===== src/rtl/uart_tx_cfg.sv =====
// uart_tx_cfg: runtime-configurable UART transmitter
// 5..DBIT_MAX data bits, none/even/odd/mark parity, 1/1.5/2 stop, break
`timescale 1ns/1ps
module uart_tx_cfg #(
   parameter int DBIT_MAX = 9,
   parameter int OVS      = 16
) (
   input  logic                clk,
   input  logic                reset_n,
   input  logic                s_tick,
   input  logic [3:0]          cfg_dbits,
   input  logic [1:0]          cfg_parity,
   input  logic [1:0]          cfg_stop,
   input  logic                tx_break,
   input  logic                tx_valid,
   input  logic [DBIT_MAX-1:0] tx_data,
   output logic                tx_ready,
   output logic                tx_busy,
   output logic                tx_done_tick,
   output logic                tx
);

   localparam int TW = $clog2(2 * OVS);
   localparam logic [TW-1:0] BIT_LAST = TW'(OVS - 1);
   localparam logic [TW-1:0] S15_LAST = TW'(3 * OVS / 2 - 1);
   localparam logic [TW-1:0] S2_LAST  = TW'(2 * OVS - 1);
   localparam logic [3:0]    DMAX     = 4'(DBIT_MAX);

   typedef enum logic [2:0] {
      S_IDLE,
      S_START,
      S_DATA,
      S_PARITY,
      S_STOP,
      S_BREAK
   } state_t;

   state_t              state_q;
   logic [TW-1:0]       tick_q;
   logic [3:0]          bit_q;
   logic [3:0]          dbits_q;
   logic [DBIT_MAX-1:0] shift_q;
   logic [1:0]          stop_q;
   logic                pen_q;
   logic                par_q;
   logic                tx_q;
   logic                done_q;

   logic [3:0]          dbits_d;
   logic [DBIT_MAX-1:0] data_d;
   logic                par_d;
   logic [TW-1:0]       stop_last;
   logic                line_d;

   // clamp requested data length into 5..DBIT_MAX
   always_comb begin
      dbits_d = cfg_dbits;
      if (cfg_dbits < 4'd5) begin
         dbits_d = 4'd5;
      end else if (cfg_dbits > DMAX) begin
         dbits_d = DMAX;
      end
   end

   // drop data bits beyond the active length
   always_comb begin
      data_d = '0;
      for (int i = 0; i < DBIT_MAX; i++) begin
         if (4'(i) < dbits_d) begin
            data_d[i] = tx_data[i];
         end
      end
   end

   // parity bit for the word being accepted
   always_comb begin
      unique case (cfg_parity)
         2'b01:   par_d = ^data_d;
         2'b10:   par_d = ~^data_d;
         default: par_d = 1'b1;
      endcase
   end

   // last tick index of the latched stop length
   always_comb begin
      unique case (stop_q)
         2'b00:   stop_last = BIT_LAST;
         2'b01:   stop_last = S15_LAST;
         default: stop_last = S2_LAST;
      endcase
   end

   // line level for the current state, registered into tx_q
   always_comb begin
      unique case (state_q)
         S_START,
         S_BREAK:  line_d = 1'b0;
         S_DATA:   line_d = shift_q[0];
         S_PARITY: line_d = par_q;
         default:  line_d = 1'b1;
      endcase
   end

   // frame sequencer with registered line and done pulse
   always_ff @(posedge clk or negedge reset_n) begin
      if (!reset_n) begin
         state_q <= S_IDLE;
         tick_q  <= '0;
         bit_q   <= '0;
         dbits_q <= '0;
         shift_q <= '0;
         stop_q  <= '0;
         pen_q   <= 1'b0;
         par_q   <= 1'b0;
         tx_q    <= 1'b1;
         done_q  <= 1'b0;
      end else begin
         tx_q   <= line_d;
         done_q <= 1'b0;
         unique case (state_q)
            S_IDLE: begin
               if (tx_break) begin
                  state_q <= S_BREAK;
               end else if (tx_valid) begin
                  shift_q <= data_d;
                  dbits_q <= dbits_d;
                  pen_q   <= (cfg_parity != 2'b00);
                  par_q   <= par_d;
                  stop_q  <= cfg_stop;
                  tick_q  <= '0;
                  state_q <= S_START;
               end
            end
            S_BREAK: begin
               if (!tx_break) begin
                  state_q <= S_IDLE;
               end
            end
            S_START: begin
               if (s_tick) begin
                  if (tick_q == BIT_LAST) begin
                     tick_q  <= '0;
                     bit_q   <= '0;
                     state_q <= S_DATA;
                  end else begin
                     tick_q <= tick_q + 1'b1;
                  end
               end
            end
            S_DATA: begin
               if (s_tick) begin
                  if (tick_q == BIT_LAST) begin
                     tick_q  <= '0;
                     shift_q <= shift_q >> 1;
                     if (bit_q == dbits_q - 4'd1) begin
                        state_q <= pen_q ? S_PARITY : S_STOP;
                     end else begin
                        bit_q <= bit_q + 4'd1;
                     end
                  end else begin
                     tick_q <= tick_q + 1'b1;
                  end
               end
            end
            S_PARITY: begin
               if (s_tick) begin
                  if (tick_q == BIT_LAST) begin
                     tick_q  <= '0;
                     state_q <= S_STOP;
                  end else begin
                     tick_q <= tick_q + 1'b1;
                  end
               end
            end
            S_STOP: begin
               if (s_tick) begin
                  if (tick_q == stop_last) begin
                     tick_q  <= '0;
                     state_q <= S_IDLE;
                     done_q  <= 1'b1;
                  end else begin
                     tick_q <= tick_q + 1'b1;
                  end
               end
            end
            default: state_q <= S_IDLE;
         endcase
      end
   end

   assign tx           = tx_q;
   assign tx_done_tick = done_q;
   assign tx_busy      = (state_q != S_IDLE);
   assign tx_ready     = (state_q == S_IDLE) && !tx_break;

endmodule


===== config.mk =====
export PLATFORM = sky130hd
export DESIGN_NAME = uart_tx_cfg
export DESIGN_NICKNAME = d
export VERILOG_FILES = /design/src/rtl/uart_tx_cfg.sv
export SDC_FILE = /design/constraint.sdc
export NUM_CORES = 1
export LEC_CHECK = 0
export CAP_MARGIN = 0
export CELL_PAD_IN_SITES_DETAIL_PLACEMENT = 0
export CELL_PAD_IN_SITES_GLOBAL_PLACEMENT = 1
export CORE_ASPECT_RATIO = 1.5
export CORE_MARGIN = 5
export CORE_UTILIZATION = 32
export DETAILED_ROUTE_END_ITERATION = 8
export GPL_TIMING_DRIVEN = 0
export MAX_ROUTING_LAYER = met4
export PLACE_DENSITY_LB_ADDON = 0.05
export SLEW_MARGIN = 20
export SYNTH_ARGS = -nofsm -noshare
export SYNTH_HDL_FRONTEND = slang
export SYNTH_SLANG_ARGS = --single-unit

===== constraint.sdc =====
create_clock -name clk -period 4.85 [get_ports clk]
set_input_delay 0.485 -clock clk [delete_from_list [all_inputs] [get_ports clk]]
set_output_delay 0.485 -clock clk [all_outputs]
set_load 0.02 [all_outputs]

==> results.ini, run 1 <==
[worst_setup_path]
cp_max_fo=6
cp-end-kind=output port
crit_type=in2out
cp.depth=3
reg2reg_depth=9
path_delay_family=buffers and inverters
cpMaxStageDelayCell=clkdlybuf4s50_1
critical_path_arrival_ns=2.16
regToRegStartpoint=tick_q[0]
crit_chain=clkdlybuf4s50_1 > nor4_1 > clkdlybuf4s50_1
worstSetupStartpointType=input port
crit_end=tx_ready
r2r_setup_slack_ns=2.64
startpoint=tx_break
required_ns=4.37
slowest_delay_ns=0.71
r2r-end=state_q[2]
cp_common_cell=clkdlybuf4s50_1
crit_buf_inv=2

[sta]
worstMarginPinSlew_ns=0.563
rsz0062_at_grt=no
max_freq_ghz=0.377
setup_viol=0
min_period_over_period_pct=54.6
skew_ns=0.00547
tns_ns=0
finalMaxSlewViolations=0
slew_headroom_pct=62.3
layout_setup_ws_ns=2.20
min_period_ns=2.65
hold_viol=0

[placement]
place_worst_setup_slack_ns=2.19
dp_hpwl_microns=3470
port_buffers=23
dp.cells=303
gp_congestion=0.786

[yosys]
synth-main-ff-cell=dfrtp_1
synth_area_per_cell_sq_um=9.37
async_flop_share_pct=100
netlist_area_sq_mm=0.00194
postSynthCellCount=207
synth_seq_cells=31
synth_nets=237
synth_edf_count=0
yosysUniqueCellTypes=49
yosysWarningCount=0
yosysSeqAreaShare_pct=40.1

[die]
rows=34
dieHeight_microns=105
die_area_sq_mm=0.00775
io_pins=26
die_x_microns=73.6
start_util_pct=33.0
core_sq_mm=0.00587

[cells_and_area]
final_common_cell=dfrtp_1
finalNetCount=268
num_antenna_cells=0
layout_common_cells=dfrtp_1 (30), nand2_1 (26), clkdlybuf4s50_1 (22), nor2_1 (18), o21ai_0 (17)
syn_to_final_growth_pct=22.5
final_cells=311
layout-drive-gt1-share_pct=12.6

[power_and_ir_drop]
cellPowerDensity_mw_per_mm2=525
ir_drop_mv=0.227
total_power_w=0.00125
p_leak_nw=1.05

[clock_network]
clk_path_buf_depth=2
post_cts_resized=0
cts_hold_buffers=0
cts_tree=built
cts.htree.levels=2
worst_skew_pair.late_latency_ns=0.28
cts_root_buf=clkbuf_8
path_clk_slew_ns=0.07
numCtsBuffers=5
cts_sinks=31
postCtsSetupRepairBufs=0

[detailed_routing]
dr.pass1.iters=4
ant_nets=0
vias_per_cell=4.99
num_vias=1553
wl_microns=4530
drc=0
first_iter_violations=55
wire_per_inst_microns=14.6

[min_path]
hold_path.class=in2async

[run]
max_cap_viol_count=0

[grt]
grt_overflow=0
antenna_found_initial=0
grt_pass1_wl_microns=7750
grt_use_total_pct=13.2
grt_pass1_vias=1568
grt_max_degree=23

[status]
status=finished clean

==> through the flow <==
step	instance area (sq um)	hold WS [ns]	util, %
CTS	2370	0.0614	40.5
detailed placement	2270	0.372	38.7
finish	2370	0.0653	40.5
floorplan	1940	0.189	-
global route	2370	0.0688	40.5
global placement	2260	0.500	38.5
==> registers in the layout (all words and copies together), names as in the netlist <==
signal and count:
pen_q 1, par_q 1, shift_q 9, tx_done_tick 1, tick_q 5, state_q 3, bit_q 4, tx 1
dbits_q 4, stop_q 2
==> how the worst min path moves through the flow <==
stage / endpoint / startpoint / depth (start not counted)
after floorplan: bit_q[0] / reset_n / 0
after global placement: shift_q[8] / shift_q[8] / 1
after detailed placement: stop_q[0] / reset_n / 1
after CTS: stop_q[1] / reset_n / 1
after global routing: stop_q[0] / reset_n / 1
final: bit_q[0] / reset_n / 1
==> report_power, final <==
group	switching (W)	internal, W	total [W]
clock	0.0000997	0.000130	0.000229
combinational	0.000325	0.000263	0.000588
sequential	0.0000686	0.000362	0.000431
total	0.000493	0.000755	0.00125
==> layer usage <==
| metal | GRT usage (%) | routed length, microns | vias up | part of all wire (%) |
|---|---|---|---|---|
| met5 | - | 0 | - | 0 |
| met4 | 3.89 | 67 | 0 | 1.5 |
| met3 | 3.05 | 158 | 6 | 3.5 |
| met2 | 22.6 | 2430 | 27 | 54 |
| met1 | 15.0 | 1880 | 729 | 41 |
| li1 | - | - | 791 | - |
==> Yosys cell counts, types with 2 or more instances <==
cell type / number / area [sq um]
a21oi_1: 7 / 35.0
dfrtp_1: 30 / 751
xor2_1: 7 / 61.3
nor3_2: 2 / 20.0
a22o_1: 2 / 17.5
ha_1: 8 / 100
mux2_2: 4 / 45.0
o21ai_0: 17 / 85.1
nand2_1: 26 / 97.6
nand2b_1: 4 / 25.0
nor3_1: 4 / 20.0
a32o_1: 2 / 20.0
and2_1: 3 / 18.8
xnor2_1: 7 / 61.3
buf_6: 3 / 33.8
nor2_1: 18 / 67.6
clkbuf_1: 5 / 18.8
nand4_1: 2 / 12.5
a31oi_1: 8 / 50.1
mux2i_1: 2 / 20.0
a21oi_2: 3 / 26.3
nand3_1: 5 / 25.0
and4_1: 2 / 17.5
nand3b_1: 2 / 15.0
buf_2: 2 / 10.0
inv_1: 9 / 33.8
==> final cells by class <==
type / instances / area [sq um]
buffer: 10 / 62.6
sequential: 31 / 777
timing repair buffer: 24 / 245
clock buffer: 8 / 100
inverter: 9 / 33.8
tap: 72 / 90.1
fill: 617 / 3500
multi-input combinational: 157 / 1070
==> cell families after synthesis <==
logic type	count (synthesis)	share of synthesized area [%]
DFF	31	40.1
and+or+nand+nor	77	20.6
xor gates and xnor gates	15	7.48
adders and majority gates	8	5.16
muxes	7	4.13
buffers and inverters	19	4.97
AOI/OAI and AO/OA	50	17.6
No activity file was read; power rests on OpenSTA's default activity.
==> run 2: changes to the inputs <==
==> constraint.sdc (replaced) <==
create_clock -name clk -period 2.71 [get_ports clk]
set_input_delay 0.271 -clock clk [delete_from_list [all_inputs] [get_ports clk]]
set_output_delay 0.271 -clock clk [all_outputs]
set_load 0.02 [all_outputs]
==> results.ini, run 2 (synthesized netlist as in run 1, its figures left out) <==
[status]
status=finished clean  ; unchanged

[worst_setup_path]
reg2reg_depth=9  ; unchanged
required_ns=2.44  ; was 4.37 ns
r2r-end=state_q[2]  ; unchanged
crit_end=tx_ready  ; unchanged
cp.depth=3  ; unchanged
cp-end-kind=output port  ; unchanged
slowest_delay_ns=0.71  ; about the same
crit_chain=buf_2 > nor4_1 > clkdlybuf4s50_1  ; was clkdlybuf4s50_1 > nor4_1 > clkdlybuf4s50_1
critical_path_arrival_ns=2.02  ; was 2.16 ns
r2r_setup_slack_ns=0.50  ; was 2.64 ns
startpoint=state_q[0]  ; was tx_break
crit_buf_inv=2  ; unchanged
cpMaxStageDelayCell=clkdlybuf4s50_1  ; unchanged
path_delay_family=buffers and inverters  ; unchanged
regToRegStartpoint=tick_q[0]  ; unchanged
cp_max_fo=10  ; was 6
crit_type=reg2out  ; was in2out
worstSetupStartpointType=flop  ; was input port

[die]
io_pins=26  ; unchanged
dieHeight_microns=105  ; unchanged
die_area_sq_mm=0.00775  ; unchanged
core_sq_mm=0.00587  ; unchanged
start_util_pct=33.0  ; unchanged
die_x_microns=73.6  ; unchanged
rows=34  ; unchanged

[cells_and_area]
largest_reg_flops=9  ; unchanged
final_common_cell=dfrtp_1  ; unchanged
top_register=shift_q  ; unchanged
layout_common_cells=dfrtp_1 (30), nand2_1 (26), clkdlybuf4s50_1 (22), nor2_1 (18), o21ai_0 (17)  ; unchanged
final_cells=312  ; was 311
finalNetCount=269  ; was 268
reg_top3=shift_q: 9 flops, tick_q: 5 flops  ; unchanged
num_antenna_cells=0  ; unchanged
layout-drive-gt1-share_pct=12.5  ; was 12.6%
syn_to_final_growth_pct=23.0  ; was 22.5%

[sta]
max_freq_ghz=0.436
finalMaxSlewViolations=0  ; unchanged
slew_headroom_pct=62.6  ; was 62.3%
min_period_over_period_pct=84.6
rsz0062_at_grt=no  ; unchanged
setup_viol=0  ; unchanged
hold_viol=0  ; unchanged
min_period_ns=2.29
skew_ns=0.00608  ; was 0.00547 ns
worstMarginPinSlew_ns=0.558  ; was 0.563 ns
tns_ns=0  ; unchanged

[power_and_ir_drop]
total_power_w=0.00223  ; was 0.00125 W
p_leak_nw=1.05  ; about the same
cellPowerDensity_mw_per_mm2=937  ; was 525 mW/mm^2
ir_drop_mv=0.408  ; was 0.227 mV

[grt]
grt_pass1_wl_microns=7750  ; unchanged
grt_use_total_pct=13.2  ; unchanged
grt_overflow=0  ; unchanged
grt_pass1_vias=1568  ; unchanged
grt_max_degree=23  ; unchanged
antenna_found_initial=0  ; unchanged

[placement]
gp_congestion=0.786  ; unchanged
dp.cells=303  ; unchanged
port_buffers=23  ; unchanged
dp_hpwl_microns=3470  ; unchanged

[detailed_routing]
vias_per_cell=4.98  ; was 4.99
dr.pass1.iters=4  ; unchanged
first_iter_violations=73  ; was 55
wire_per_inst_microns=14.6  ; about the same
ant_nets=0  ; unchanged
num_vias=1554  ; was 1553
drc=0  ; unchanged
wl_microns=4540  ; was 4530 microns

[clock_network]
numCtsBuffers=5  ; unchanged
post_cts_resized=0  ; unchanged
cts.htree.levels=2  ; unchanged
cts_sinks=31  ; unchanged
clk_path_buf_depth=2  ; unchanged
worst_skew_pair.late_latency_ns=0.28  ; about the same
cts_tree=built  ; unchanged
path_clk_slew_ns=0.07  ; about the same
cts_root_buf=clkbuf_8  ; unchanged

[run]
max_cap_viol_count=0  ; unchanged

[min_path]
hold_path.class=in2async  ; unchanged

==> run 2: changes by cell type in the layout (fill, tap and decap cells not counted), sizes merged <==
| cell | delta |
|---|---|
| dlygate4sd3 | +1 |
==> run 2: how the worst min path moves through the flow <==
stage / to / startpoint / cells after the start / slack [ns]
final: bit_q[0] / reset_n / 2 / 0.39
after global routing: stop_q[0] / reset_n / 2 / 0.41
after CTS: stop_q[1] / reset_n / 2 / 0.39
after detailed placement: stop_q[0] / reset_n / 1 / 0.16
after global placement: shift_q[8] / shift_q[8] / 1 / 0.50
after floorplan: bit_q[0] / reset_n / 0 / -0.02
==> run 2: layout make-up <==
class	count	area, sq um
fill	616	3490
multi-input combinational	157	1070
sequential	31	777
timing repair buffer	25	255
clock buffer	8	100
tap	72	90.1
buffer	10	62.6
inverter	9	33.8
==> run 2: metal layers <==
layer	wire, microns	part of all wire (%)	track usage, %
met5	0	0	-
met4	67	1.5	3.89
met3	146	3.2	2.95
met2	2420	53	22.6
met1	1900	42	15.1
==> run 2: worst reg2reg max path, delay by kind of cell, from the launching register on <==
family                     cells  cell delay, ns
buffers and inverters          1            0.05
adders and majority gates      2            0.44
and+or+nand+nor                3            0.61
AOI/OAI and AO/OA              2            0.28
DFF                            1            0.40
muxes                          1            0.31
==> run 2: timing repair <==
action | 4_1_cts | 5_1_grt
setup buffers | 0 | 0
hold buffers | 1 | 0
hold endpoints to repair | 9 | 0
==> run 2: report_power, final <==
| group | internal, W | switching (W) | leakage [nW] | total (W) |
|---|---|---|---|---|
| Combinational | 0.000472 | 0.000581 | 0.615 | 0.00105 |
| Clock | 0.000232 | 0.000179 | 0.0515 | 0.000411 |
| Sequential | 0.000648 | 0.000122 | 0.383 | 0.000770 |
==> run 2: per-stage QoR <==
stage	area [sq um]	hold slack (ns)	setup slack, ns	utilization (%)
finish	2380	0.392	0.417	40.6
global route	2380	0.412	0.267	40.6
detailed placement	2270	0.158	0.481	38.7
CTS	2380	0.392	0.395	40.6
floorplan	1940	-0.0246	0.532	-
global placement	2260	0.500	0.442	38.5
